==> config.mk <==
export PLATFORM = sky130hd
export DESIGN_NAME = eth_tx_sched_flat
export DESIGN_NICKNAME = d
export VERILOG_FILES = /design/src/rtl/eth_tx_sched_pkg.sv /design/src/rtl/eth_tx_sched_if.sv /design/src/rtl/eth_tx_sched_cnt.sv /design/src/rtl/eth_tx_sched.sv /design/src/flat_wrapper.sv
export SDC_FILE = /design/constraint.sdc
export NUM_CORES = 1
export LEC_CHECK = 0
export CAP_MARGIN = 30
export CELL_PAD_IN_SITES_DETAIL_PLACEMENT = 0
export CELL_PAD_IN_SITES_GLOBAL_PLACEMENT = 2
export CORE_MARGIN = 5
export CORE_UTILIZATION = 28
export CTS_BUF_LIST = sky130_fd_sc_hd__clkbuf_4 sky130_fd_sc_hd__clkbuf_8
export DETAILED_ROUTE_END_ITERATION = 10
export GPL_ROUTABILITY_DRIVEN = 0
export PLACE_DENSITY_LB_ADDON = 0.1
export SETUP_SLACK_MARGIN = 0.3
export SLEW_MARGIN = 0
export SYNTH_ARGS = -nofsm -noshare
export SYNTH_HDL_FRONTEND = slang
export SYNTH_SLANG_ARGS = --single-unit
==> constraint.sdc <==
create_clock -name eth_tx_clk -period 3.5 [get_ports eth_tx_clk]
set_input_delay 1.05 -clock eth_tx_clk [delete_from_list [all_inputs] [get_ports eth_tx_clk]]
set_output_delay 1.05 -clock eth_tx_clk [all_outputs]
set_load 0.005 [all_outputs]
==> src/rtl/eth_tx_sched_pkg.sv <==
// eth_tx_sched_pkg: shared state encoding and queue indices for the
// two-queue Ethernet transmit scheduler.
package eth_tx_sched_pkg;

   typedef enum logic [1:0] {
      IDLE = 2'd0,
      XFER = 2'd1,
      IFG  = 2'd2
   } sched_state_e;

   localparam int Q_HI  = 0;
   localparam int Q_LO  = 1;
   localparam int NUM_Q = 2;

endpackage

==> src/rtl/eth_tx_sched_if.sv <==
// eth_tx_sched_if: FIFO-side, MAC-side and status signals of the scheduler.
// master = scheduler, slave = FIFOs/MAC/environment.
// Optional statistics signals exist only with ETH_TX_SCHED_STATS_EN.
interface eth_tx_sched_if #(
   parameter int DATA_W = 8,
   parameter int CNT_W  = 2
);
   import eth_tx_sched_pkg::*;

   logic [NUM_Q-1:0]  pct_qued;
   logic [NUM_Q-1:0]  fifo_empty;
   logic [DATA_W-1:0] fifo_dout0;
   logic [DATA_W-1:0] fifo_dout1;
   logic [NUM_Q-1:0]  fifo_last;
   logic [NUM_Q-1:0]  fifo_rd_en;
   logic [DATA_W-1:0] tx_data;
   logic              tx_valid;
   logic              tx_last;
   logic              tx_ready;
   logic [NUM_Q-1:0]  pct_txed;
   logic [CNT_W-1:0]  pkt_cnt0;
   logic [CNT_W-1:0]  pkt_cnt1;
   logic [NUM_Q-1:0]  cnt_ovf;
   logic              busy;
`ifdef ETH_TX_SCHED_STATS_EN
   logic [15:0]       frm_cnt0;
   logic [15:0]       frm_cnt1;
   logic [15:0]       stall_cnt;
`endif

   modport master (
      input  pct_qued, fifo_empty, fifo_dout0, fifo_dout1, fifo_last, tx_ready,
      output fifo_rd_en, tx_data, tx_valid, tx_last, pct_txed,
      output pkt_cnt0, pkt_cnt1, cnt_ovf, busy
`ifdef ETH_TX_SCHED_STATS_EN
      , output frm_cnt0, frm_cnt1, stall_cnt
`endif
   );

   modport slave (
      output pct_qued, fifo_empty, fifo_dout0, fifo_dout1, fifo_last, tx_ready,
      input  fifo_rd_en, tx_data, tx_valid, tx_last, pct_txed,
      input  pkt_cnt0, pkt_cnt1, cnt_ovf, busy
`ifdef ETH_TX_SCHED_STATS_EN
      , input frm_cnt0, frm_cnt1, stall_cnt
`endif
   );

endinterface

==> src/rtl/eth_tx_sched_cnt.sv <==
// tx_pkt_counter: per-queue pending-packet counter. Counts up on a queued
// pulse, down on a transmitted pulse, holds when both or neither arrive.
// Saturates at all-ones and raises a sticky overflow flag instead of wrapping.
module tx_pkt_counter #(
   parameter int CNT_W = 2
) (
   input  logic             eth_tx_clk,
   input  logic             rst,
   input  logic             inc,
   input  logic             dec,
   output logic [CNT_W-1:0] cnt,
   output logic             ovf
);
   logic [CNT_W-1:0] cnt_q, cnt_d;
   logic             ovf_q, ovf_d;

   // Next count: saturating increment, plain decrement (grant logic keeps it above 0).
   always_comb begin
      cnt_d = cnt_q;
      ovf_d = ovf_q;
      if (inc && !dec) begin
         if (&cnt_q) ovf_d = 1'b1;
         else        cnt_d = cnt_q + 1'b1;
      end else if (dec && !inc) begin
         cnt_d = cnt_q - 1'b1;
      end
   end

   // Counter state, synchronous active-low reset.
   always_ff @(posedge eth_tx_clk) begin
      if (!rst) begin
         cnt_q <= '0;
         ovf_q <= 1'b0;
      end else begin
         cnt_q <= cnt_d;
         ovf_q <= ovf_d;
      end
   end

   assign cnt = cnt_q;
   assign ovf = ovf_q;

endmodule

==> src/rtl/eth_tx_sched.sv <==
// eth_tx_sched: two-queue transmit scheduler. Strict priority for queue 0
// with a starvation limit for queue 1, one frame per grant, then an
// inter-frame gap. Optional statistics under ETH_TX_SCHED_STATS_EN.
module eth_tx_sched
   import eth_tx_sched_pkg::*;
#(
   parameter int DATA_W     = 8,
   parameter int CNT_W      = 2,
   parameter int HI_BURST   = 4,
   parameter int IFG_CYCLES = 12
) (
   input logic            eth_tx_clk,
   input logic            rst,
   eth_tx_sched_if.master bus
);
   localparam int BURST_W  = $clog2(HI_BURST + 1);
   localparam int IFG_W    = (IFG_CYCLES > 1) ? $clog2(IFG_CYCLES) : 1;
   localparam int IFG_LOAD = (IFG_CYCLES > 0) ? IFG_CYCLES - 1 : 0;

   sched_state_e       state_q, state_d;
   logic               sel_q, sel_d;
   logic [BURST_W-1:0] burst_q, burst_d;
   logic [IFG_W-1:0]   ifg_q, ifg_d;
   logic [NUM_Q-1:0]   txed_q, txed_d;

   logic [CNT_W-1:0]   cnt [NUM_Q];
   logic [NUM_Q-1:0]   ovf, avail;
   logic               head_empty, head_last, tx_valid_c, beat_acc;
   logic [DATA_W-1:0]  head_data;

   // A queue is grantable when it holds a packet not already being retired
   // by a pct_txed pulse still in flight (matters only for very short gaps).
   for (genvar q = 0; q < NUM_Q; q++) begin : g_cnt
      tx_pkt_counter #(.CNT_W(CNT_W)) u_cnt (
         .eth_tx_clk (eth_tx_clk),
         .rst        (rst),
         .inc        (bus.pct_qued[q]),
         .dec        (txed_q[q]),
         .cnt        (cnt[q]),
         .ovf        (ovf[q])
      );
      assign avail[q] = (cnt[q] != '0) && !(txed_q[q] && (cnt[q] == CNT_W'(1)));
   end

   assign head_empty = sel_q ? bus.fifo_empty[Q_LO] : bus.fifo_empty[Q_HI];
   assign head_last  = sel_q ? bus.fifo_last[Q_LO]  : bus.fifo_last[Q_HI];
   assign head_data  = sel_q ? bus.fifo_dout1       : bus.fifo_dout0;
   assign tx_valid_c = (state_q == XFER) && !head_empty;
   assign beat_acc   = tx_valid_c && bus.tx_ready;

   assign bus.tx_valid   = tx_valid_c;
   assign bus.tx_data    = tx_valid_c ? head_data : '0;
   assign bus.tx_last    = tx_valid_c && head_last;
   assign bus.fifo_rd_en = beat_acc ? (sel_q ? 2'b10 : 2'b01) : 2'b00;
   assign bus.pct_txed   = txed_q;
   assign bus.pkt_cnt0   = cnt[Q_HI];
   assign bus.pkt_cnt1   = cnt[Q_LO];
   assign bus.cnt_ovf    = ovf;
   assign bus.busy       = (state_q != IDLE);

   // Scheduler next state: grant arbitration, frame end detection, gap countdown.
   always_comb begin
      state_d = state_q;
      sel_d   = sel_q;
      burst_d = burst_q;
      ifg_d   = ifg_q;
      txed_d  = '0;
      case (state_q)
         IDLE: begin
            if (avail[Q_HI] && avail[Q_LO]) begin
               state_d = XFER;
               if (burst_q == BURST_W'(HI_BURST)) begin
                  sel_d   = 1'b1;
                  burst_d = '0;
               end else begin
                  sel_d   = 1'b0;
                  burst_d = burst_q + 1'b1;
               end
            end else if (avail[Q_HI] || avail[Q_LO]) begin
               state_d = XFER;
               sel_d   = avail[Q_LO];
               burst_d = '0;
            end
         end
         XFER: begin
            if (beat_acc && head_last) begin
               txed_d = sel_q ? 2'b10 : 2'b01;
               if (IFG_CYCLES == 0) begin
                  state_d = IDLE;
               end else begin
                  state_d = IFG;
                  ifg_d   = IFG_W'(IFG_LOAD);
               end
            end
         end
         IFG: begin
            if (ifg_q == '0) state_d = IDLE;
            else             ifg_d   = ifg_q - 1'b1;
         end
         default: state_d = IDLE;
      endcase
   end

   // Scheduler registers; reset abandons any frame in progress.
   always_ff @(posedge eth_tx_clk) begin
      if (!rst) begin
         state_q <= IDLE;
         sel_q   <= 1'b0;
         burst_q <= '0;
         ifg_q   <= '0;
         txed_q  <= '0;
      end else begin
         state_q <= state_d;
         sel_q   <= sel_d;
         burst_q <= burst_d;
         ifg_q   <= ifg_d;
         txed_q  <= txed_d;
      end
   end

`ifdef ETH_TX_SCHED_STATS_EN
   logic [15:0] frm0_q, frm0_d, frm1_q, frm1_d, stall_q, stall_d;

   // Frame counts wrap; stall count saturates on XFER cycles without data.
   always_comb begin
      frm0_d  = frm0_q + {15'd0, txed_q[Q_HI]};
      frm1_d  = frm1_q + {15'd0, txed_q[Q_LO]};
      stall_d = stall_q;
      if ((state_q == XFER) && !tx_valid_c && (stall_q != 16'hFFFF))
         stall_d = stall_q + 16'd1;
   end

   // Statistics registers.
   always_ff @(posedge eth_tx_clk) begin
      if (!rst) begin
         frm0_q  <= '0;
         frm1_q  <= '0;
         stall_q <= '0;
      end else begin
         frm0_q  <= frm0_d;
         frm1_q  <= frm1_d;
         stall_q <= stall_d;
      end
   end

   assign bus.frm_cnt0  = frm0_q;
   assign bus.frm_cnt1  = frm1_q;
   assign bus.stall_cnt = stall_q;
`endif

endmodule

==> src/flat_wrapper.sv <==
// flat-port wrapper written by rule: the top's interface ports become plain ports
module eth_tx_sched_flat import eth_tx_sched_pkg::*;
#(
   parameter int DATA_W     = 8,
   parameter int CNT_W      = 2,
   parameter int HI_BURST   = 4,
   parameter int IFG_CYCLES = 12
)
  (eth_tx_clk, rst, bus_pct_qued, bus_fifo_empty, bus_fifo_dout0, bus_fifo_dout1, bus_fifo_last, bus_tx_ready, bus_fifo_rd_en, bus_tx_data, bus_tx_valid, bus_tx_last, bus_pct_txed, bus_pkt_cnt0, bus_pkt_cnt1, bus_cnt_ovf, bus_busy);
  eth_tx_sched_if #(.DATA_W(DATA_W), .CNT_W(CNT_W)) bus_i ();
  input logic eth_tx_clk;
  input logic rst;
  input wire logic [$bits(bus_i.pct_qued)-1:0] bus_pct_qued;
  input wire logic [$bits(bus_i.fifo_empty)-1:0] bus_fifo_empty;
  input wire logic [$bits(bus_i.fifo_dout0)-1:0] bus_fifo_dout0;
  input wire logic [$bits(bus_i.fifo_dout1)-1:0] bus_fifo_dout1;
  input wire logic [$bits(bus_i.fifo_last)-1:0] bus_fifo_last;
  input wire logic [$bits(bus_i.tx_ready)-1:0] bus_tx_ready;
  output wire logic [$bits(bus_i.fifo_rd_en)-1:0] bus_fifo_rd_en;
  output wire logic [$bits(bus_i.tx_data)-1:0] bus_tx_data;
  output wire logic [$bits(bus_i.tx_valid)-1:0] bus_tx_valid;
  output wire logic [$bits(bus_i.tx_last)-1:0] bus_tx_last;
  output wire logic [$bits(bus_i.pct_txed)-1:0] bus_pct_txed;
  output wire logic [$bits(bus_i.pkt_cnt0)-1:0] bus_pkt_cnt0;
  output wire logic [$bits(bus_i.pkt_cnt1)-1:0] bus_pkt_cnt1;
  output wire logic [$bits(bus_i.cnt_ovf)-1:0] bus_cnt_ovf;
  output wire logic [$bits(bus_i.busy)-1:0] bus_busy;
  assign bus_i.pct_qued = bus_pct_qued;
  assign bus_i.fifo_empty = bus_fifo_empty;
  assign bus_i.fifo_dout0 = bus_fifo_dout0;
  assign bus_i.fifo_dout1 = bus_fifo_dout1;
  assign bus_i.fifo_last = bus_fifo_last;
  assign bus_i.tx_ready = bus_tx_ready;
  assign bus_fifo_rd_en = bus_i.fifo_rd_en;
  assign bus_tx_data = bus_i.tx_data;
  assign bus_tx_valid = bus_i.tx_valid;
  assign bus_tx_last = bus_i.tx_last;
  assign bus_pct_txed = bus_i.pct_txed;
  assign bus_pkt_cnt0 = bus_i.pkt_cnt0;
  assign bus_pkt_cnt1 = bus_i.pkt_cnt1;
  assign bus_cnt_ovf = bus_i.cnt_ovf;
  assign bus_busy = bus_i.busy;
  eth_tx_sched #(.DATA_W(DATA_W), .CNT_W(CNT_W), .HI_BURST(HI_BURST), .IFG_CYCLES(IFG_CYCLES)) u_core (.eth_tx_clk(eth_tx_clk), .rst(rst), .bus(bus_i));
endmodule
==> results of run 1 <==
-- path summary, 6_finish.rpt --
| check | end | slack (ns) | cells after the start |
|---|---|---|---|
| worst min register to register | u_core.g_cnt[0].u_cnt.ovf$_SDFFE_PN0P_ | 0.47 | 2 |
| worst max-delay path | bus_tx_data[2] | 0.34 | 7 |
| worst max register to register | u_core.sel_q$_SDFFE_PN0P_ | 1.70 | 6 |
| worst min-delay path | u_core.g_cnt[0].u_cnt.ovf$_SDFFE_PN0P_ | 0.47 | 2 |
-- cell families (layout without fill, tap and decap cells) --
family                     after synthesis  in the layout
adders and majority gates               12             12
AOI/OAI and AO/OA                       35             35
xor gates and xnor gates                 2              2
muxes                                    8              8
buffers and inverters                   30             78
DFF                                     18             18
and+or+nand+nor                         53             53
-- cells in the mapped netlist, types with 3 or more instances --
master | instances | area, µm²
nand4_1 | 3 | 18.77
a21oi_1 | 8 | 40.04
dfxtp_1 | 18 | 360.4
mux2i_1 | 8 | 80.08
ha_1 | 12 | 150.1
o21ai_0 | 4 | 20.02
inv_1 | 21 | 78.83
nor2b_1 | 4 | 25.02
buf_4 | 4 | 30.03
nand2_1 | 11 | 41.29
nor2_1 | 21 | 78.83
-- flip-flops by register name (all words and copies together), names as in the netlist --
register and flops:
u_core.burst_q 3, u_core.bus.pct_txed 2, u_core.g_cnt.u_cnt.cnt 4, u_core.g_cnt.u_cnt.ovf 2, u_core.ifg_q 4, u_core.sel_q 1, u_core.state_q 2
-- power groups by stage --
stage               sequential [W]  combinational (W)  clock (W)
detailed placement        0.000278           0.000443          0
floorplan                 0.000268           0.000280          0
global route              0.000282           0.000479   0.000190
CTS                       0.000274           0.000442   0.000181
finish                    0.000274           0.000431   0.000171
global placement          0.000277           0.000437          0
-- per-layer routing --
| layer | track usage | up-vias | part of all wire |
|---|---|---|---|
| met5 | 0 | - | 0 |
| met4 | 0.03093 | 0 | 0.0075 |
| met3 | 0.04167 | 2 | 0.078 |
| met2 | 0.1845 | 37 | 0.49 |
| met1 | 0.1230 | 581 | 0.42 |
| li1 | - | 635 | - |
-- layout by cell type (no fill, tap or decap), drive strengths merged, types with 2 or more instances in the layout --
cell type / n
dfxtp: 18
nand4: 3
a311oi: 2
o211ai: 2
nor2b: 4
clkdlybuf4s50: 31
nor2: 21
nand2: 11
o31ai: 2
nor3b: 3
clkbuf: 6
ha: 12
mux2i: 8
o22ai: 2
a31oi: 2
inv: 21
and3: 2
a21oi: 10
dlygate4sd2: 6
nand3: 2
clkdlybuf4s15: 2
o221a: 2
xnor2: 2
o21ai: 6
nand2b: 2
buf: 12
-- timing repair --
action	4_1_cts	5_1_grt
cloned	0	0
endpoints found under the setup margin	12	8
setup buffers	1	0
pin swaps	2	1
resized for setup	30	7
-- area by class of cell --
| type | count | area [µm²] |
|---|---|---|
| multi-input cells | 110 | 797.0 |
| repair buffers | 53 | 488.0 |
| flip-flops and latches | 18 | 360.3 |
| clock buffers | 4 | 55.05 |
| well taps | 52 | 65.06 |
| inverters | 21 | 78.83 |
| fillers | 436 | 2570 |
-- worst max-delay path, delay by kind of cell --
family	cells	cell delay [ns]
buffers and inverters	4	0.74
and+or+nand+nor	2	0.25
AOI/OAI and AO/OA	1	0.07
-- per-stage QoR --
step / hold slack (ns) / setup TNS, ns / cells
after floorplan: 0.4380 / 0 / 158
after global placement: 0.4530 / -0.6329 / 253
after detailed placement: 0.4647 / -0.8004 / 253
after CTS: 0.4812 / 0 / 258
after global routing: 0.5018 / 0 / 258
final: 0.4705 / 0 / 258
==> summary.md, run 1 <==
| Metric | Value |
|---|---|
| Dpl hpwl | 2.531 mm |
| Final setup margin | 0.3379 ns |
| Post-layout util | 0.4178 |
| DIE AREA | about 0.0061 mm² |
| Gr usage total | 0.1075 |
| CP max stage delay | roughly 0.26 ns |
| Wirelength, routed | 3.186 mm |
| Flop pwr share | 0.312 |
| RSZ-0062 raised after global routing | yes |
| Net Sw Power | 0.0003118 W |
| Largest net degree at the start of global routing | 12 |
| DR iter-0 viols | 60 |
| Post-synth cell types | 43 |
| Row Count | 24 |
| Root Buffer | clkbuf_8 |
| Number of flops mapped to enable cells by yosys | 0 |
| Fin area | 0.001844 mm² |
| Initial antenna violation count | 0 |
| DR DRC count | 0 |
| Arr. time, crit path | around 2.1 ns |
| Max frequency | 316.3 MHz |
| Final setup vio count | 0 |
| CTS max path bufs | 2 |
| Total power | 0.0008758 W |
| Layout Area Growth over Synthesis | 43.25% |
| Hold_sp | u_core.g_cnt[0].u_cnt.ovf$_SDFFE_PN0P_ |
| Mux contribution to synthesized area | 0.06220 |
| Grt ovf | 0 |
| Tmin final | approximately 3.2 ns |
| CP max FO | 8 |
| Worst setup path class | in2out |
| Final period utilization | 0.9034 |
| Post-Synth Adder-Cell Area | 0.1166 |
| Die W | 77.81 µm |
| Average wire per standard cell | 12.35 µm |
| PwrDens | roughly 470 mW/mm² |
| Sink Count | 18 |
| Sequential share of the synthesized area | 0.2799 |
| Crit-path cells | dlygate4sd2_1 -> nor2b_2 -> o21ai_2 -> buf_4 -> buf_12 -> nor2_1 -> clkdlybuf4s15_2 |
| CORE AREA | 0.004414 mm² |
| Switching share of power | 0.3561 |
| VDD IR max | a little over 0.2 mV |
| Clock skew | 0.001185 ns |
| Vias/cell | about 5 |
| Mapped cell area | 0.001287 mm² |
| Via Count | roughly 1.3k |
| Share of layout cells above drive strength 1 | 0.1505 |
| Synth Area in Compound Gates | 0.2021 |
| Worst setup SP type | input port |
| Slew Viols, Final | 0 |
| Vias in the first global route | 1211 |
| Rel. slew slack | 0.6495 |
| Synth Area in XOR/XNOR | 0.01361 |
| Async set-reset flop share out of synthesis | 0 |
| Hold/Removal Path Class | reg2reg |
| Remaining antenna violation count | 0 |
| First-pass GRT wire length | 5.395 mm |
| Syn Nets | 195 |
| CTS Buf Count | 3 |
| Crit path max-delay cell type | dlygate4sd2_1 |
| N_diodes | 0 |
| Final net count | 244 |
| CTS tree | yes |
| Slew of the pin with the lowest slew margin | 0.5257 ns |
| Hold_buf cts | 0 |
| Clk_lat worst skew | 0.25 ns |
| Clock power frac | 0.195 |
| Max-cap violations | 0 |
| Critical Path End Type | output port |
| Post-Synth Simple-Gate Area | 0.2187 |
| I/O Pins | 46 |
| Status | complete, no violations |
| PortBufs | 45 |
| Crit path from | bus_fifo_empty[1] |
| Area after DPL | 0.001809 mm² |
| Required time of the critical path | approximately 2.5 ns |
| Ys flop type | dfxtp_1 |
| Pre-antenna DRT Iters | 4 |
| Yosys warns | 0 |
| Starting density of the core | 0.2917 |
| Syn Area/Cell | slightly above 8 µm² |
| Combinational share of power | 0.492 |
| Worst slack, placed | -0.08460 ns |
| Die Ht | 77.81 µm |
| Int Pwr | 0.0005640 W |
| Final hold viol count | 0 |
| Leak Pwr | 0.7654 nW |
| Cells after Synth | roughly 160 |
| H-tree depth | 1 |
| Largest family of logic cells by synthesized area | simple AND/OR/NAND/NOR gates |
| Critical R2R Launch | u_core.g_cnt[1].u_cnt.cnt[1]$_SDFFE_PN0P_ |
| Reg clk slew, reported paths | around 0.07 ns |
| Flops & latches, synth | 18 |
No activity file was read; power rests on OpenSTA's default activity.
==> inputs of run 2 (changes only) <==
--- a/config.mk
+++ b/config.mk
@@ -7,3 +7,3 @@
 export LEC_CHECK = 0
-export CAP_MARGIN = 30
+export CAP_MARGIN = 0
 export CELL_PAD_IN_SITES_DETAIL_PLACEMENT = 0
@@ -15,3 +15,3 @@
 export GPL_ROUTABILITY_DRIVEN = 0
-export PLACE_DENSITY_LB_ADDON = 0.1
+export PLACE_DENSITY_LB_ADDON = 0.2
 export SETUP_SLACK_MARGIN = 0.3
==> constraint.sdc (replaced) <==
create_clock -name eth_tx_clk -period 3.5 [get_ports eth_tx_clk]
set_input_delay 0.7 -clock eth_tx_clk [delete_from_list [all_inputs] [get_ports eth_tx_clk]]
set_output_delay 0.7 -clock eth_tx_clk [all_outputs]
set_load 0.005 [all_outputs]
==> run 2 against run 1 <==
  * Clock power is essentially flat
  * Total power shrank 0.88%
  * Non-clock buffer count shrank 7
  * Clock skew is essentially flat
  * Utilization shrank 0.85 points
  * Critical path type unchanged
  * Critical endpoint is now bus_fifo_rd_en[0]
  * Largest power group unchanged
==> summary.md, run 2 (synthesized netlist as in run 1, its figures left out) <==
| Metric | Value |
|---|---|
| DR DRC count | 0 (unchanged) |
| Arr. time, crit path | 2.31 ns (+0.20 ns) |
| Worst setup path class | in2out |
| CTS Buf Count | 3 (unchanged) |
| PwrDens | 480.5 mW/mm² (+1.2%) |
| Met1 usage | 0.1266 (+0.003563) |
| Die Ht | 77.81 µm (unchanged) |
| Dpl cells | 247 (-2.4%) |
| Share of layout cells above drive strength 1 | 0.06533 (-0.08516) |
| Clk_lat worst skew | 0.25 ns (about the same) |
| Hold_sp | u_core.g_cnt[0].u_cnt.ovf$_SDFFE_PN0P_ |
| CORE AREA | 0.004414 mm² (unchanged) |
| CTS tree | yes |
| Crit path max-delay cell type | clkdlybuf4s50_1 |
| Final Non-Filler Cells | 251 (-2.7%) |
| I/O Pins | 46 (unchanged) |
| Crit-path cells | clkdlybuf4s50_1 -> nor2b_1 -> o21ai_2 -> inv_1 -> and3_1 -> clkdlybuf4s50_1 |
| Required time of the critical path | 2.80 ns (+0.35 ns) |
| Post_cts resized | 0 (-100%) |
| Met3 usage | 0.03588 (-0.005787) |
| Crit path from | bus_fifo_empty[1] |
| CP max stage delay | 0.46 ns (+0.20 ns) |
| Final setup vio count | 0 (unchanged) |
| Tmin final | 3.011 ns (-0.1506 ns) |
| Final hold viol count | 0 (unchanged) |
| Int Pwr | 0.0005563 W (-1.4%) |
| H-tree depth | 1 (unchanged) |
| Remaining antenna violation count | 0 (unchanged) |
| VDD IR max | 0.1402 mV (-31%) |
| Vias/cell | 4.817 (-0.98%) |
| Final setup margin | 0.4885 ns (+0.1506 ns) |
| Worst setup SP type | input port |
| Vias in the first global route | 1239 (+2.3%) |
| Root Buffer | clkbuf_8 |
| Final net count | 237 (-2.9%) |
| Slew Viols, Final | 0 (unchanged) |
| Max-cap violations | 0 (unchanged) |
| Clock skew | 0.001504 ns (+0.0003190 ns) |
| Die W | 77.81 µm (unchanged) |
| First-pass GRT wire length | 5.444 mm (+0.91%) |
| Slew of the pin with the lowest slew margin | 0.5618 ns (+0.03614 ns) |
| Leak Pwr | 0.6939 nW (-9.3%) |
| PortBufs | 45 (unchanged) |
| GR peak layer | met2 |
| Critical R2R Launch | u_core.g_cnt[1].u_cnt.cnt[1]$_SDFFE_PN0P_ |
| Dpl hpwl | 2.583 mm (+2.1%) |
| Grt ovf | 0 (unchanged) |
| DR iter-0 viols | 55 (-8.3%) |
| CP max FO | 9 (+1) |
| N_diodes | 0 (unchanged) |
| Hold/Removal Path Class | reg2reg |
| Clock power frac | 0.198 (+0.003) |
| Gr usage total | 0.1097 (+0.002167) |
| Worst slack, placed | 0.4693 ns (+0.5539 ns) |
| DIE AREA | 0.006054 mm² (unchanged) |
| Net Sw Power | 0.0003117 W (about the same) |
| Critical Path End Type | output port |
| Reg clk slew, reported paths | 0.07 ns (about the same) |
| Average wire per standard cell | 12.88 µm (+4.3%) |
| Layout Area Growth over Synthesis | 40.33% |
| Met2 usage | 0.1920 (+0.007513) |
| Most common cell after layout, fill and taps aside | clkdlybuf4s50_1 |
| Pre-antenna DRT Iters | 4 (unchanged) |
| Sink Count | 18 (unchanged) |
| Post-CTS setup buffers | 0 (-1) |
| CTS max path bufs | 2 (unchanged) |
| Largest net degree at the start of global routing | 13 (+1) |
| Rel. slew slack | 0.6254 (-0.02409) |
| Wirelength, routed | 3.233 mm (+1.5%) |
| Hold_buf cts | 0 (unchanged) |
| Row Count | 24 (unchanged) |
| RSZ-0062 raised after global routing | no |
| Via Count | 1209 (-3.7%) |
| Setup TNS | 0 ns (unchanged) |
| Most frequent cells in the layout | clkdlybuf4s50_1, inv_1, nor2_1 |
| Switching share of power | 0.3591 (+0.003051) |
| Combinational share of power | 0.488 (-0.004) |
| Max frequency | 332.1 MHz (+5.0%) |
| Most common cell on crit path | clkdlybuf4s50_1 |
| Status | complete, no violations |
| Flop pwr share | 0.314 (+0.002) |
| Starting density of the core | 0.2917 (unchanged) |
| Initial antenna violation count | 0 (unchanged) |
| Final period utilization | 0.8604 (-0.04302) |
-- run 2: final timing paths --
check | to | slack [ns] | cells past startpoint
setup reg to reg | u_core.burst_q[2]$_SDFFE_PN0P_ | 1.66 | 6
hold / removal | u_core.g_cnt[0].u_cnt.ovf$_SDFFE_PN0P_ | 0.47 | 2
hold reg to reg | u_core.g_cnt[0].u_cnt.ovf$_SDFFE_PN0P_ | 0.47 | 2
setup / recovery | bus_fifo_rd_en[0] | 0.49 | 6
-- run 2: layer usage --
layer  routed length (µm)  share of wire
met5                    0              0
met4                   51          0.016
met3                  180          0.056
met2                 1563           0.48
met1                 1437           0.44
-- run 2: stage by stage --
step | hold WS (ns) | utilization | cell area [µm²] | total power, W
final | 0.4690 | 0.4093 | 1807 | 0.0008681
after floorplan | 0.4380 | - | 1287 | 0.0005476
after detailed placement | 0.4606 | 0.3968 | 1752 | 0.0007020
after CTS | 0.4793 | 0.4093 | 1807 | 0.0008807
after global placement | 0.4548 | 0.3968 | 1752 | 0.0006889
after global routing | 0.5244 | 0.4093 | 1807 | 0.0009478
-- run 2: area by class of cell --
type | count | area, µm²
inverter | 21 | 78.83
timing repair buffer | 46 | 457.9
clock buffer | 4 | 55.05
multi-input combinational | 110 | 789.5
fill | 453 | 2608
sequential | 18 | 360.3
tap | 52 | 65.06
-- run 2: worst max-delay path: cells and delay by family --
kind	cells	cell delay (ns)
AOI/OAI and AO/OA	1	0.34
buffers and inverters	3	1.01
and+or+nand+nor	2	0.25
-- run 2: power groups by stage --
stage          Combinational (W)  Sequential (W)  Clock, W
6_report                0.000424        0.000273  0.000172
5_1_grt                 0.000472        0.000281  0.000196
4_1_cts                 0.000426        0.000274  0.000180
3_5_place_dp            0.000424        0.000278         0
3_3_place_gp            0.000414        0.000275         0
2_1_floorplan           0.000280        0.000268         0
